[src/rtl/baud_tick_gen_if.sv]
// Config and tick signals between the register block, baud_tick_gen and the UART Rx/Tx engines.
// The master drives the divisor/control inputs; the slave (the generator) drives the ticks.
interface baud_tick_gen_if #(
  parameter int unsigned DIV_INT_WIDTH  = 16,
  parameter int unsigned DIV_FRAC_WIDTH = 4,
  parameter int unsigned RX_OVERSAMPLE  = 16
) ();

  localparam int unsigned PhW = $clog2(RX_OVERSAMPLE);

  logic                      i_enable;
  logic                      i_sync_restart;
  logic                      i_cfg_load;
  logic [DIV_INT_WIDTH-1:0]  i_div_int;
  logic [DIV_FRAC_WIDTH-1:0] i_div_frac;
  logic                      o_cfg_pending;
  logic                      o_Rx_clkTick;
  logic                      o_Tx_clkTick;
  logic [PhW-1:0]            o_Rx_phase;

  modport master (
    output i_enable,
    output i_sync_restart,
    output i_cfg_load,
    output i_div_int,
    output i_div_frac,
    input  o_cfg_pending,
    input  o_Rx_clkTick,
    input  o_Tx_clkTick,
    input  o_Rx_phase
  );

  modport slave (
    input  i_enable,
    input  i_sync_restart,
    input  i_cfg_load,
    input  i_div_int,
    input  i_div_frac,
    output o_cfg_pending,
    output o_Rx_clkTick,
    output o_Tx_clkTick,
    output o_Rx_phase
  );

endinterface

[src/rtl/baud_tick_gen.sv]
// Fractional-N baud tick generator: oversampled Rx tick plus derived Tx tick, with a shadowed
// divisor that only takes effect on a tick boundary, a restart, or while disabled.
module baud_tick_gen #(
  parameter int unsigned DIV_INT_WIDTH    = 16,
  parameter int unsigned DIV_FRAC_WIDTH   = 4,
  parameter int unsigned RX_OVERSAMPLE    = 16,
  parameter int unsigned DEFAULT_DIV_INT  = 13,
  parameter int unsigned DEFAULT_DIV_FRAC = 9
) (
  input  logic           clk,
  input  logic           reset,
  baud_tick_gen_if.slave bus
);

  localparam int unsigned CntW = DIV_INT_WIDTH + 1;
  localparam int unsigned PhW  = $clog2(RX_OVERSAMPLE);

  localparam logic [PhW-1:0]            PhLast  = PhW'(RX_OVERSAMPLE - 1);
  localparam logic [DIV_INT_WIDTH-1:0]  RstInt  = DIV_INT_WIDTH'(DEFAULT_DIV_INT);
  localparam logic [DIV_FRAC_WIDTH-1:0] RstFrac = DIV_FRAC_WIDTH'(DEFAULT_DIV_FRAC);

  // A zero integer divisor behaves as one, so the period never drops below a cycle.
  function automatic logic [CntW-1:0] eff_int(input logic [DIV_INT_WIDTH-1:0] v);
    return (v == '0) ? CntW'(1) : CntW'(v);
  endfunction

  logic [CntW-1:0]           cnt_q, cnt_d;
  logic [CntW-1:0]           per_q, per_d;
  logic [DIV_FRAC_WIDTH-1:0] acc_q, acc_d;
  logic [DIV_INT_WIDTH-1:0]  act_int_q, act_int_d;
  logic [DIV_FRAC_WIDTH-1:0] act_frac_q, act_frac_d;
  logic [DIV_INT_WIDTH-1:0]  sh_int_q, sh_int_d;
  logic [DIV_FRAC_WIDTH-1:0] sh_frac_q, sh_frac_d;
  logic                      pend_q, pend_d;
  logic [PhW-1:0]            ph_q, ph_d;
  logic                      rx_q, rx_d;
  logic                      tx_q, tx_d;
  logic [PhW-1:0]            phase_q, phase_d;

  logic                      wrap;
  logic                      carry;
  logic [DIV_FRAC_WIDTH-1:0] acc_sum;

  assign wrap             = (cnt_q == per_q - CntW'(1));
  assign {carry, acc_sum} = {1'b0, acc_q} + {1'b0, act_frac_q};

  always_comb begin
    cnt_d      = cnt_q;
    per_d      = per_q;
    acc_d      = acc_q;
    act_int_d  = act_int_q;
    act_frac_d = act_frac_q;
    sh_int_d   = sh_int_q;
    sh_frac_d  = sh_frac_q;
    pend_d     = pend_q;
    ph_d       = ph_q;
    phase_d    = phase_q;
    rx_d       = 1'b0;
    tx_d       = 1'b0;

    if (bus.i_sync_restart) begin
      cnt_d = '0;
      acc_d = '0;
      ph_d  = '0;
      if (pend_q) begin
        act_int_d  = sh_int_q;
        act_frac_d = sh_frac_q;
        pend_d     = 1'b0;
        per_d      = eff_int(sh_int_q);
      end else begin
        per_d = eff_int(act_int_q);
      end
    end else if (!bus.i_enable) begin
      // Nothing is counting, so a new divisor can take over immediately.
      if (bus.i_cfg_load) begin
        act_int_d  = bus.i_div_int;
        act_frac_d = bus.i_div_frac;
        pend_d     = 1'b0;
        cnt_d      = '0;
        acc_d      = '0;
        per_d      = eff_int(bus.i_div_int);
      end
    end else begin
      if (bus.i_cfg_load) begin
        sh_int_d  = bus.i_div_int;
        sh_frac_d = bus.i_div_frac;
        pend_d    = 1'b1;
      end
      if (wrap) begin
        cnt_d   = '0;
        rx_d    = 1'b1;
        tx_d    = (ph_q == PhLast);
        phase_d = ph_q;
        ph_d    = (ph_q == PhLast) ? '0 : ph_q + PhW'(1);
        // A load landing on this edge only refreshes the shadow; it applies next tick.
        if (pend_q && !bus.i_cfg_load) begin
          act_int_d  = sh_int_q;
          act_frac_d = sh_frac_q;
          pend_d     = 1'b0;
          acc_d      = '0;
          per_d      = eff_int(sh_int_q);
        end else begin
          acc_d = acc_sum;
          per_d = eff_int(act_int_q) + CntW'(carry);
        end
      end else begin
        cnt_d = cnt_q + CntW'(1);
      end
    end
  end

  always_ff @(posedge clk or posedge reset) begin
    if (reset) begin
      cnt_q      <= '0;
      per_q      <= eff_int(RstInt);
      acc_q      <= '0;
      act_int_q  <= RstInt;
      act_frac_q <= RstFrac;
      sh_int_q   <= '0;
      sh_frac_q  <= '0;
      pend_q     <= 1'b0;
      ph_q       <= '0;
      phase_q    <= '0;
      rx_q       <= 1'b0;
      tx_q       <= 1'b0;
    end else begin
      cnt_q      <= cnt_d;
      per_q      <= per_d;
      acc_q      <= acc_d;
      act_int_q  <= act_int_d;
      act_frac_q <= act_frac_d;
      sh_int_q   <= sh_int_d;
      sh_frac_q  <= sh_frac_d;
      pend_q     <= pend_d;
      ph_q       <= ph_d;
      phase_q    <= phase_d;
      rx_q       <= rx_d;
      tx_q       <= tx_d;
    end
  end

  assign bus.o_cfg_pending = pend_q;
  assign bus.o_Rx_clkTick  = rx_q;
  assign bus.o_Tx_clkTick  = tx_q;
  assign bus.o_Rx_phase    = phase_q;

  tx_only_with_rx : assert property (@(posedge clk) disable iff (reset) tx_q |-> rx_q);

endmodule

[src/flat_wrapper.sv]
// flat-port wrapper written by rule: the top's interface ports become plain ports
module baud_tick_gen_flat 
#(
  parameter int unsigned DIV_INT_WIDTH    = 16,
  parameter int unsigned DIV_FRAC_WIDTH   = 4,
  parameter int unsigned RX_OVERSAMPLE    = 16,
  parameter int unsigned DEFAULT_DIV_INT  = 13,
  parameter int unsigned DEFAULT_DIV_FRAC = 9
)
  (clk, reset, bus_i_enable, bus_i_sync_restart, bus_i_cfg_load, bus_i_div_int, bus_i_div_frac, bus_o_cfg_pending, bus_o_Rx_clkTick, bus_o_Tx_clkTick, bus_o_Rx_phase);
  baud_tick_gen_if #(.DIV_INT_WIDTH(DIV_INT_WIDTH), .DIV_FRAC_WIDTH(DIV_FRAC_WIDTH), .RX_OVERSAMPLE(RX_OVERSAMPLE)) bus_i ();
  input  logic clk;
  input  logic reset;
  input wire logic [$bits(bus_i.i_enable)-1:0] bus_i_enable;
  input wire logic [$bits(bus_i.i_sync_restart)-1:0] bus_i_sync_restart;
  input wire logic [$bits(bus_i.i_cfg_load)-1:0] bus_i_cfg_load;
  input wire logic [$bits(bus_i.i_div_int)-1:0] bus_i_div_int;
  input wire logic [$bits(bus_i.i_div_frac)-1:0] bus_i_div_frac;
  output wire logic [$bits(bus_i.o_cfg_pending)-1:0] bus_o_cfg_pending;
  output wire logic [$bits(bus_i.o_Rx_clkTick)-1:0] bus_o_Rx_clkTick;
  output wire logic [$bits(bus_i.o_Tx_clkTick)-1:0] bus_o_Tx_clkTick;
  output wire logic [$bits(bus_i.o_Rx_phase)-1:0] bus_o_Rx_phase;
  assign bus_i.i_enable = bus_i_enable;
  assign bus_i.i_sync_restart = bus_i_sync_restart;
  assign bus_i.i_cfg_load = bus_i_cfg_load;
  assign bus_i.i_div_int = bus_i_div_int;
  assign bus_i.i_div_frac = bus_i_div_frac;
  assign bus_o_cfg_pending = bus_i.o_cfg_pending;
  assign bus_o_Rx_clkTick = bus_i.o_Rx_clkTick;
  assign bus_o_Tx_clkTick = bus_i.o_Tx_clkTick;
  assign bus_o_Rx_phase = bus_i.o_Rx_phase;
  baud_tick_gen #(.DIV_INT_WIDTH(DIV_INT_WIDTH), .DIV_FRAC_WIDTH(DIV_FRAC_WIDTH), .RX_OVERSAMPLE(RX_OVERSAMPLE), .DEFAULT_DIV_INT(DEFAULT_DIV_INT), .DEFAULT_DIV_FRAC(DEFAULT_DIV_FRAC)) u_core (.clk(clk), .reset(reset), .bus(bus_i));
endmodule
[config.mk]
export PLATFORM = sky130hd
export DESIGN_NAME = baud_tick_gen_flat
export DESIGN_NICKNAME = d
export VERILOG_FILES = /design/src/rtl/baud_tick_gen_if.sv /design/src/rtl/baud_tick_gen.sv /design/src/flat_wrapper.sv
export SDC_FILE = /design/constraint.sdc
export NUM_CORES = 1
export LEC_CHECK = 0
export ABC_AREA = 1
export ABC_CLOCK_PERIOD_IN_PS = 7700
export CORE_MARGIN = 8
export CORE_UTILIZATION = 40
export CTS_BUF_LIST = sky130_fd_sc_hd__clkbuf_16
export DETAILED_ROUTE_END_ITERATION = 16
export SYNTH_ARGS = -nofsm -noshare
export SYNTH_HDL_FRONTEND = slang
export SYNTH_SLANG_ARGS = --single-unit
[constraint.sdc]
create_clock -name clk -period 7.7 [get_ports clk]
set_clock_uncertainty 0.15 [all_clocks]
set_input_delay 1.54 -clock clk [delete_from_list [all_inputs] [get_ports clk]]
set_output_delay 1.54 -clock clk [all_outputs]
set_load 0.005 [all_outputs]
== Word-level counts from Yosys, hierarchy flattened ==
Index checks and enable logic that the tools add are counted.
Word-level totals
  word-level logic and storage cells: 82
  input bits: 25
  register bits: 89
Operators by class
  reductions and logical operators: 13
  muxes and demuxes: 46
  equality and inequality tests: 5
  bitwise gates (word level): 1
  add/sub/neg operators: 5
Operators with widths (count)
  2-to-1 mux 17 bit: 10
  2-to-1 mux 16 bit: 9
  2-to-1 mux 4 bit: 15
  logical NOT 16 bit: 3
  adder 17 x 1 -> 17 bit: 1
  adder 17 x 1 -> 17 bit, second input constant: 1
  == test 17 bit: 1
  subtractor 17 x 1 -> 17 bit, second input constant: 1
  2-to-1 mux 1 bit: 12
  != test 3 x 1 -> 1 bit, second input constant: 2
  AND reduction 3 bit: 2
  adder 4 x 4 -> 5 bit: 1
  adder 4 x 1 -> 4 bit, second input constant: 1
  == test 4 bit, second input constant: 1
  AND reduction 2 bit: 2
  AND reduction 4 bit: 1
  nonzero test 2 bit: 2
  nonzero test 3 bit: 1
  != test 2 x 1 -> 1 bit, second input constant: 1
  logical AND 1 bit: 1
  logical NOT 1 bit: 1
  NOT 1 bit: 1

== Logic depth before layout (Yosys ltp) ==
  word-level depth: 7
  gate-level depth with buffers: 19
  gate-level depth less buffers: 19

== Worst setup path after synthesis ==
No wires, ideal clock.
  kind: input to register
  start point: in bus_i_enable
  end point: reg u_core.act_frac_q[1]
  required time: 7433 ps
  stages: 9
  data arrival time: 2833 ps
  setup slack: 4600 ps
  path buffers: 2
  cell sequence: buf_2 inv_1 nor2_1 inv_1 nor2_1 nor2_1 clkbuf_1 nand4_1 nand2_1
On the way
  cells in the longest elaborated chain, start to end: 2
Ends and longest elaborated chain
  start: declaration: RTL line flat_wrapper.sv:14  | input wire logic [$bits(bus_i.i_enable)-1:0] bus_i_enable;
  != test 3 x 1 -> 1 bit (no source line), or another cell as far along
  AND reduction 4 bit (no source line) / 2-to-1 mux 4 bit (equally long branches)
  end signal: assignment: RTL line baud_tick_gen.sv:118  | act_frac_q <= RstFrac;
  end signal: assignment: RTL line baud_tick_gen.sv:131  | act_frac_q <= act_frac_d;
  end: declaration: RTL line baud_tick_gen.sv:31  | logic [DIV_FRAC_WIDTH-1:0] act_frac_q, act_frac_d;
Several ways; a longest one is shown, not always the timed one.
A chain may end at the register's enable or synchronous reset.

== Worst setup path after layout ==
  start point: in bus_i_sync_restart
  end point: reg u_core.act_int_q[2]
On the way
  cells in the longest elaborated chain, start to end: 2
Ends and longest elaborated chain
  start: declaration: RTL line flat_wrapper.sv:15  | input wire logic [$bits(bus_i.i_sync_restart)-1:0] bus_i_sync_restart;
  != test 3 x 1 -> 1 bit (no source line), or another cell as far along
  AND reduction 4 bit (no source line)
  end signal: assignment: RTL line baud_tick_gen.sv:117  | act_int_q <= RstInt;
  end signal: assignment: RTL line baud_tick_gen.sv:130  | act_int_q <= act_int_d;
  end: declaration: RTL line baud_tick_gen.sv:30  | logic [DIV_INT_WIDTH-1:0] act_int_q, act_int_d;
Several ways; a longest one is shown, not always the timed one.

==> run_results.csv <==
group,metric,value,unit
min_path,holdPathEnd,"u_core.act_frac_q[3]",
synthesis,ys_async_sr_fraction,100,%
synthesis,postSynthAreaPerCell,6.96,um^2
synthesis,syn_inst,841,
clock_network,cts_hold_buf,0,
sta,worst_pin_slew,0.808,ns
power_and_ir_drop,power_leakage,3.02,nW
worst_setup_path,cp-start-kind,"input port",
routing,routed_wl,16500,um
routing,via_per_inst,5.33,
floorplan,ios,32,
synthesis,synth_warnings,0,
worst_setup_path,reg2reg_slack,3.96,ns
worst_setup_path,max_stage_delay,0.91,ns
worst_setup_path,crit_required,7.84,ns
worst_setup_path,cp-end-kind,"flop",
final_layout,drive_above_1_share,5.81,%
synthesis,yosysSeqAreaShare,38.2,%
outcome,status,"completed",
worst_setup_path,r2r-start,"u_core.per_q[0]",
synthesis,yosys_most_used_dff,"dfrtp_1",
power_and_ir_drop,p_per_area,222,mW/mm^2
routing,met3_length,749,um
sta,slew_violations,0,
synthesis,ys_ff_latch,89,
global_route,track_usage,18.7,%
worst_setup_path,worstPathCellList,"clkdlybuf4s50_1, clkinv_1, nor2_1, clkinv_1, nand3_1, nand2_1, nand2_1",
worst_setup_path,cp_max_fo,26,
placed_design,gp_congestion,0.921,
worst_setup_path,crit_type,"in2reg",
placed_design,hpwl,12300,um
final_layout,stdcell_count,1045,
placed_design,dp.cells,1029,
routing,routed.top_layer,"met4",
floorplan,initial_core_util,40.6,%
final_layout,final_nets,891,
sta,fin_crit_sh,68.2,%
worst_setup_path,path_buf_inv,3,
floorplan,core,0.0144,mm^2
synthesis,synth-edff-count,0,
worst_setup_path,crit_family,"buffers and inverters",
clock_network,postCtsSetupBuffers,0,
clock_network,clock-sinks,89,
global_route,grt_pass1_vias,5258,
routing,m1WireLength,8120,um
sta,hold_ws,0.321,ns
sta,relSlewSlack,46.0,%
final_layout,design_area,0.00658,mm^2
sta,fmax,191,MHz
clock_network,cts_buffers,9,
power_and_ir_drop,finalPower,1.46,mW
worst_setup_path,r2r-end,"u_core.act_frac_q[2]",
synthesis,syn-num-nets,876,
global_route,grt_overflow,0,
min_path,min_path_type,"reg2reg",
routing,wl_met2,7140,um
power_and_ir_drop,ir_worst_vdd,0.105,mV
synthesis,ys_types,40,
worst_setup_path,critPathSlowestCell,"nand3_1",
clock_network,htreeDepth,3,
clock_network,cts_tree,"yes",
sta,hold_viol,0,
min_path,holdCritStartpoint,"u_core.act_frac_q[3]",
sta,rsz0062_at_grt,"false",
final_layout,antenna_cells,0,
routing,avgRoutedWirePerCell,15.8,um
synthesis,netlist_area,0.00586,mm^2
floorplan,row_count,44,
placed_design,placed_area,0.00630,mm^2
routing,dr.pass1.iters,5,
routing,drt-initial-drc-count,492,
floorplan,die_y,137,um
routing,vias,5566,
worst_setup_path,path_depth,7,
worst_setup_path,worst-r2r-cell-count,15,
global_route,antenna_found_initial,0,
floorplan,die_x,137,um
clock_network,insertion_delay,0.35,ns
sta,finalSetupViolCount,0,
sta,final.min_clock_period,5.25,ns
worst_setup_path,cp_data_arrival_time,5.39,ns
clock_network,cts_root_buffer,"clkbuf_16",
clock_network,path_clk_slew,0.07,ns
global_route,grt_pass1_wl,27700,um
routing,route.detailed.drc,0,
clock_network,cts_buffer_depth,2,
global_route,grt_max_degree,59,
routing,detail-route-antenna-nets,0,
sta,tns,0,ns
min_path,holdPathStages,2,
placed_design,io_buffers,31,
floorplan,fp.dieArea,0.0188,mm^2
clock_network,post_cts_resize_count,0,
final_layout,area_delta_synth_final,12.4,%
run,drv_cap,0,
==> cell families after synthesis <==
family / synth area share (%)
AO/OA/AOI/OAI: 13.9
XOR/XNOR: 4.94
adder cells (fa/ha/maj): 2.27
buffers and inverters: 8.61
flip-flops: 38.2
AND/OR/NAND/NOR: 32.1
==> area by class of cell <==
cell class,instances,area (um^2)
clock inverters,7,53.8
fillers,1533,7840
well taps,184,230
multi-input cells,625,3120
inverters,93,352
repair buffers,38,363
flip-flops and latches,89,2240
clock buffers,9,225
==> metal layers <==
layer  up-vias  global-route usage (%)
li1       2790                       -
met1      2587                    26.6
met4         0                    8.27
met5         -                       0
met3        29                    2.68
met2       160                    27.5
==> layout by cell type, fill, tap and decap left out, drive strengths merged, types with 2 or more instances in the layout <==
cell | netlist | final
nor2 | 71 | 71
inv | 91 | 94
a21oi | 38 | 38
dfstp | 8 | 8
a221oi | 3 | 3
clkinv | 2 | 4
xor2 | 23 | 23
clkdlybuf4s50 | 0 | 31
buf | 11 | 7
clkinvlp | 0 | 2
nor4 | 13 | 13
nand2 | 261 | 261
o21ai | 82 | 82
nand4 | 34 | 34
dfrtp | 81 | 81
nand3b | 3 | 3
nand3 | 43 | 43
ha | 9 | 9
o21bai | 2 | 2
o21a | 2 | 2
o211ai | 7 | 7
o22ai | 7 | 7
a22oi | 3 | 3
clkbuf | 23 | 9
xnor2 | 10 | 10
nor3 | 7 | 7
==> how the worst max path moves through the flow <==
stage	from	end	slack [ns]
finish	bus_i_sync_restart	u_core.act_int_q[2]	2.45
global route	bus_i_sync_restart	u_core.act_int_q[14]	2.10
CTS	bus_i_sync_restart	u_core.act_frac_q[2]	2.57
detailed placement	bus_i_sync_restart	u_core.act_frac_q[2]	2.20
global placement	bus_i_sync_restart	u_core.act_int_q[6]	2.35
floorplan	reset	u_core.acc_q[0]	3.72
==> state kept, by name, indices dropped and copies added (netlist names), 4 cells and up <==
name,count
u_core.acc_q,4
u_core.bus.o_Rx_phase,4
u_core.act_int_q,16
u_core.sh_frac_q,4
u_core.per_q,17
u_core.sh_int_q,16
u_core.cnt_q,17
u_core.ph_q,4
u_core.act_frac_q,4
==> stage by stage <==
step           utilization [%]  setup WS, ns
2_1_floorplan                -          3.72
3_3_place_gp              43.7          2.35
3_5_place_dp              43.7          2.20
4_1_cts                   45.6          2.57
5_1_grt                   45.6          2.10
6_report                  45.6          2.45
==> cell usage after synthesis (all sizes together), types with 9 or more instances <==
library cell / number / area [um^2]
a21oi: 38 / 190
buf: 11 / 67.6
clkbuf: 23 / 87.6
dfrtp: 81 / 2030
ha: 9 / 113
inv: 91 / 342
nand2: 261 / 987
nand3: 43 / 230
nand4: 34 / 213
nor2: 71 / 292
nor4: 13 / 81.3
o21ai: 82 / 414
xnor2: 10 / 87.6
xor2: 23 / 201
==> report_power, final <==
group / switching [mW] / leakage [nW] / internal (mW)
clock network: 0.209 / 0.130 / 0.222
registers: 0.0884 / 1.13 / 0.543
logic: 0.252 / 1.76 / 0.146
total: 0.549 / 3.02 / 0.911
==> tightest hold or removal path: cells and delay by family, from the launching register on <==
family	cells	cell delay, ns
flip-flops	1	0.37
AND/OR/NAND/NOR	2	0.09
Note: power is estimated with default switching activity, not from simulation.
